**config.mk**
```make
export PLATFORM = sky130hd
export DESIGN_NAME = pn_stack_eval
export DESIGN_NICKNAME = d
export VERILOG_FILES = /design/src/rtl/pn_stack_eval.sv
export SDC_FILE = /design/constraint.sdc
export NUM_CORES = 2
export LEC_CHECK = 0
export BUFFER_PORTS_ARGS = -buffer_cell sky130_fd_sc_hd__buf_2
export CORE_MARGIN = 2
export CORE_UTILIZATION = 56
export CTS_CLUSTER_DIAMETER = 120
export CTS_CLUSTER_SIZE = 16
export DETAILED_ROUTE_END_ITERATION = 8
export GPL_ROUTABILITY_DRIVEN = 0
export PLACE_DENSITY = 0.81
export SLEW_MARGIN = 20
export SYNTH_ARGS = -nofsm -noshare
export SYNTH_HDL_FRONTEND = slang
export SYNTH_SLANG_ARGS = --single-unit
```
**constraint.sdc**
```tcl
create_clock -name clk -period 12.3 [get_ports clk]
set_input_delay 1.23 -clock clk [delete_from_list [all_inputs] [get_ports clk]]
set_output_delay 1.23 -clock clk [all_outputs]
set_load 0.05 [all_outputs]
```
**src/rtl/pn_stack_eval.sv**
```systemverilog
// rtl/pn_stack_eval.sv - Polish-notation expression evaluator with token buffer and hardware stack
module pn_stack_eval #(
  parameter int DATA_W  = 32,
  parameter int IN_W    = 3,
  parameter int MAX_TOK = 16,
  parameter int STACK_D = 8
) (
  input  logic              clk,
  input  logic              rst,
  input  logic              in_valid,
  input  logic              mode,
  input  logic              operator,
  input  logic [IN_W-1:0]   in,
  output logic              in_ready,
  output logic              out_valid,
  output logic [DATA_W-1:0] out,
  output logic              err,
  output logic [1:0]        err_code
);

  localparam int CW = $clog2(MAX_TOK + 1);
  localparam int IW = (MAX_TOK > 1) ? $clog2(MAX_TOK) : 1;
  localparam int SW = $clog2(STACK_D + 1);
  localparam int KW = (STACK_D > 1) ? $clog2(STACK_D) : 1;

  typedef enum logic [1:0] {IDLE, LOAD, EVAL} state_t;

  state_t                   state;
  logic [IN_W:0]            tok_buf [MAX_TOK];
  logic signed [DATA_W-1:0] stk [STACK_D];
  logic [CW-1:0]            count, step;
  logic [SW-1:0]            sp;
  logic                     mode_q, ovf;

  logic [IW-1:0]            idx;
  logic [IN_W:0]            tok;
  logic                     is_op, last;
  logic [IN_W-1:0]          val;
  logic signed [DATA_W-1:0] a, b, sum, alu, res_val;
  logic [SW-1:0]            new_sp;
  logic [1:0]               tok_code, fin_code;

  assign in_ready = (state != EVAL);

  // Postfix scans forward, prefix scans backward; operand order flips with it.
  always_comb begin
    idx      = mode_q ? IW'(step) : IW'(count - CW'(1) - step);
    tok      = tok_buf[idx];
    is_op    = tok[IN_W];
    val      = tok[IN_W-1:0];
    a        = mode_q ? stk[KW'(sp - SW'(2))] : stk[KW'(sp - SW'(1))];
    b        = mode_q ? stk[KW'(sp - SW'(1))] : stk[KW'(sp - SW'(2))];
    sum      = a + b;
    alu      = sum;
    case (val[2:0])
      3'd1:    alu = a - b;
      3'd2:    alu = a * b;
      3'd3:    alu = sum[DATA_W-1] ? -sum : sum;
      3'd4:    alu = (a > b) ? a : b;
      3'd5:    alu = (a < b) ? a : b;
      default: alu = sum;
    endcase
    res_val  = is_op ? alu : {{(DATA_W-IN_W){1'b0}}, val};
    new_sp   = is_op ? sp - SW'(1) : sp + SW'(1);
    last     = (step == count - CW'(1));
    tok_code = 2'd0;
    if (is_op) begin
      if (sp < SW'(2))
        tok_code = 2'd1;
      else if (val >= IN_W'(6))
        tok_code = 2'd3;
    end else if (sp == SW'(STACK_D)) begin
      tok_code = 2'd2;
    end
    fin_code = (tok_code != 2'd0) ? tok_code :
               (last && new_sp != SW'(1)) ? 2'd3 : 2'd0;
  end

  always_ff @(posedge clk) begin
    if (rst) begin
      state     <= IDLE;
      out_valid <= 1'b0;
      out       <= '0;
      err       <= 1'b0;
      err_code  <= 2'd0;
      sp        <= '0;
      count     <= '0;
      step      <= '0;
      mode_q    <= 1'b0;
      ovf       <= 1'b0;
    end else begin
      out_valid <= 1'b0;
      case (state)
        IDLE: if (in_valid) begin
          mode_q     <= mode;
          tok_buf[0] <= {operator, in};
          count      <= CW'(1);
          ovf        <= 1'b0;
          state      <= LOAD;
        end
        LOAD: if (in_valid) begin
          if (count == CW'(MAX_TOK)) begin
            ovf <= 1'b1;
          end else begin
            tok_buf[IW'(count)] <= {operator, in};
            count               <= count + CW'(1);
          end
        end else begin
          step  <= '0;
          sp    <= '0;
          state <= EVAL;
        end
        EVAL: begin
          // Any error aborts immediately; the stack contents are simply abandoned.
          if (ovf || fin_code != 2'd0) begin
            out_valid <= 1'b1;
            out       <= '0;
            err       <= 1'b1;
            err_code  <= ovf ? 2'd2 : fin_code;
            state     <= IDLE;
          end else begin
            stk[is_op ? KW'(sp - SW'(2)) : KW'(sp)] <= res_val;
            sp   <= new_sp;
            step <= step + CW'(1);
            if (last) begin
              out_valid <= 1'b1;
              out       <= res_val;
              err       <= 1'b0;
              err_code  <= 2'd0;
              state     <= IDLE;
            end
          end
        end
        default: state <= IDLE;
      endcase
    end
  end

endmodule

```
==> out/metrics.cfg <==
[route]
drcViolationCount=0
post_drt_wl_per_cell_um=26.1
dr.pass1.iters=6
vias_per_cell=6.69
routed_wirelength_um=126000
dr_total_vias=32200
dr.first_iter.drc_count=4975
ant_nets=0

[critical_path]
crit_type=flop to flop
start_kind=flop
critPathMaxStageDelay_ns=1.04
crit_family=adder cells
critPathMaxFanout=40
crit_end=stk[2][29]$_DFFE_PP_
worst-r2r-setup-slack_ns=0.28
crit_top_cell=fa_1
r2r-end=stk[2][29]$_DFFE_PP_
end_kind=flop
setup.worst_path.start=sp[1]$_SDFFE_PP0P_
reg2reg_depth=29
arrival_ns=12.30
required_ns=12.59
r2r-start=sp[1]$_SDFFE_PP0P_
cp.depth=29
cpMaxStageDelayCell=ha_2
crit_buf_inv=7

[clock_tree]
cts-resized-gates=0
cts_root_buffer=clkbuf_16
clockBufferDepth=3
clock_latency_ns=0.58
htreeDepth=1
postCtsSetupBuffers=0
cts_tree=done
cts_made_buffers=27
cts.sinks=374
clk_pin_slew_ns=0.08
cts_hold_buffers=0

[die]
row_count=97
start_util_pct=56.5
boundaryPins=45
die_y_um=270
fp.dieW_um=270
core_region_area_sq_um=69900
dieArea_sq_um=72700

[synthesis]
syn-num-nets=4536
yosysSeqAreaShare_pct=27.1
synth-main-ff-cell=edfxtp_1
postSynthAreaPerCell_sq_um=10.2
ys_ff_latch=374
syn_area_sq_um=39500
ys_warn_count=0
synth_cells=3891
ys_types=101
synth_edf_count=320
synthArstFlopShare_pct=0

[sta]
period_share_pct=97.7
worst_pin_slew_ns=1.22
slew_viol_final=0
finalHoldViolations=0
max_slew_margin_pct=17.2
min_period_ns=12.02
finalSetupViolCount=0
timing.fmax_mhz=83.2
fin_tns_setup_ns=0
whs_ns=0.469
finClkSkew_ns=0.0319
rsz0062_at_grt=false

[placed_design]
io_buffers=44
place_hpwl_um=92100
dp.cells=4755

[grt]
grt_pass1_vias=32600
grt_pass1_wl_um=191000
track_usage_pct=34.2
antenna_found_initial=7
grt_max_degree=130
grt.overflow.total=0

[finish]
drive_gt1_share_pct=10.7
seqCellArea_sq_um=10700
multi_input_area_sq_um=26200
nFillCells=5584
area_delta_synth_final_pct=5.47
final_nets=4490
stdcell_count=4808

[status]
status=completed

[run]
drv_cap=0

[worst_hold_path]
hold_class=flop to flop

-- registers in the layout, indices dropped and copies added (netlist names) --
| name | count |
|---|---|
| err_code | 2 |
| mode_q | 1 |
| state | 2 |
| err | 1 |
| sp | 4 |
| tok_buf | 64 |
| out_valid | 1 |
| step | 5 |
| out | 32 |
| count | 5 |
| stk | 256 |
| ovf | 1 |
-- cells in the mapped netlist (all sizes together) (33+ instances only) --
library cell / instances / area share, %
xnor2: 121 / 2.7
dfxtp: 54 / 2.7
nand3: 62 / 0.79
mux4: 134 / 7.6
nand2: 269 / 2.6
nor3: 51 / 0.69
a21oi: 136 / 1.7
o21ai: 129 / 1.6
nor2: 561 / 5.3
buf: 79 / 0.98
a21o: 33 / 0.63
mux2: 62 / 1.8
ha: 226 / 7.2
inv: 517 / 4.9
clkbuf: 118 / 1.1
fa: 411 / 21
edfxtp: 320 / 24
mux2i: 111 / 2.8
-- tightest hold or removal path: stages (launching register included) --
cell and delay, ns:
dfxtp_1 0.33, nand2_1 0.04, o21ai_0 0.06
-- per-layer routing --
layer  vias to the layer above  routed length, um  GRT usage [%]
li1                      13200                  -              -
met1                     15400              41700           42.3
met2                      2815              55300           53.1
met3                       677              18500           9.52
met4                         8              10000           22.3
met5                         -                 42              0
-- stage by stage --
step | instance area, sq um | setup WS (ns) | util [%]
floorplan | 39500 | 1.81 | -
global placement | 40900 | 0.900 | 58.4
detailed placement | 40900 | 0.634 | 58.4
CTS | 41600 | 0.542 | 59.5
global route | 41700 | 0.167 | 59.6
finish | 41700 | 0.282 | 59.6
-- worst min path at each step --
| stage | startpoint | to | slack (ns) | cells past startpoint |
|---|---|---|---|---|
| after global routing | out[5]$_SDFFE_PP0P_ | out[5]$_SDFFE_PP0P_ | 0.48 | 2 |
| after floorplan | step[1]$_SDFFE_PP0P_ | step[1]$_SDFFE_PP0P_ | 0.50 | 2 |
| after detailed placement | out[10]$_SDFFE_PP0P_ | out[10]$_SDFFE_PP0P_ | 0.45 | 2 |
| final | out[10]$_SDFFE_PP0P_ | out[10]$_SDFFE_PP0P_ | 0.47 | 2 |
| after CTS | out[10]$_SDFFE_PP0P_ | out[10]$_SDFFE_PP0P_ | 0.46 | 2 |
| after global placement | out[10]$_SDFFE_PP0P_ | out[10]$_SDFFE_PP0P_ | 0.43 | 2 |
-- cell families (layout without fill, tap and decap cells) --
group | count (synthesis) | in the layout | share of synthesized area (%)
other | 0 | 3 | 0
and+or+nand+nor | 1103 | 1103 | 12.2
adders and majority gates | 637 | 637 | 28.0
DFF | 374 | 374 | 27.1
AOI/OAI and AO/OA | 587 | 587 | 10.0
buffers and inverters | 733 | 707 | 7.20
muxes | 307 | 307 | 12.2
xor gates and xnor gates | 150 | 150 | 3.33
-- cells in the final DEF (no fill, tap or decap), drive strengths merged, types with 19 or more instances in the layout --
cell type    n
a211oi      28
a21o        33
a21oi      136
a31oi       19
buf        122
clkbuf      47
clkinv      19
dfxtp       54
edfxtp     320
fa         411
ha         226
inv        519
mux2        62
mux2i      111
mux4       134
nand2      269
nand2b      21
nand3       62
nor2       561
nor2b       26
nor3        51
o211ai      22
o21a        24
o21ai      129
o31ai       23
xnor2      121
xor2        29
-- cell type report --
cell class	instances	share of cell area, %
timing repair buffer	122	2.01
antenna	3	0.0180
inverter	536	4.84
sequential	374	25.7
tap	940	2.82
multi-input combinational	2784	62.8
clock buffer	47	1.80
clock inverter	2	0.0480
Power is not shown: default switching activity piles up to over one toggle a cycle in this logic, so the estimate is an artifact.
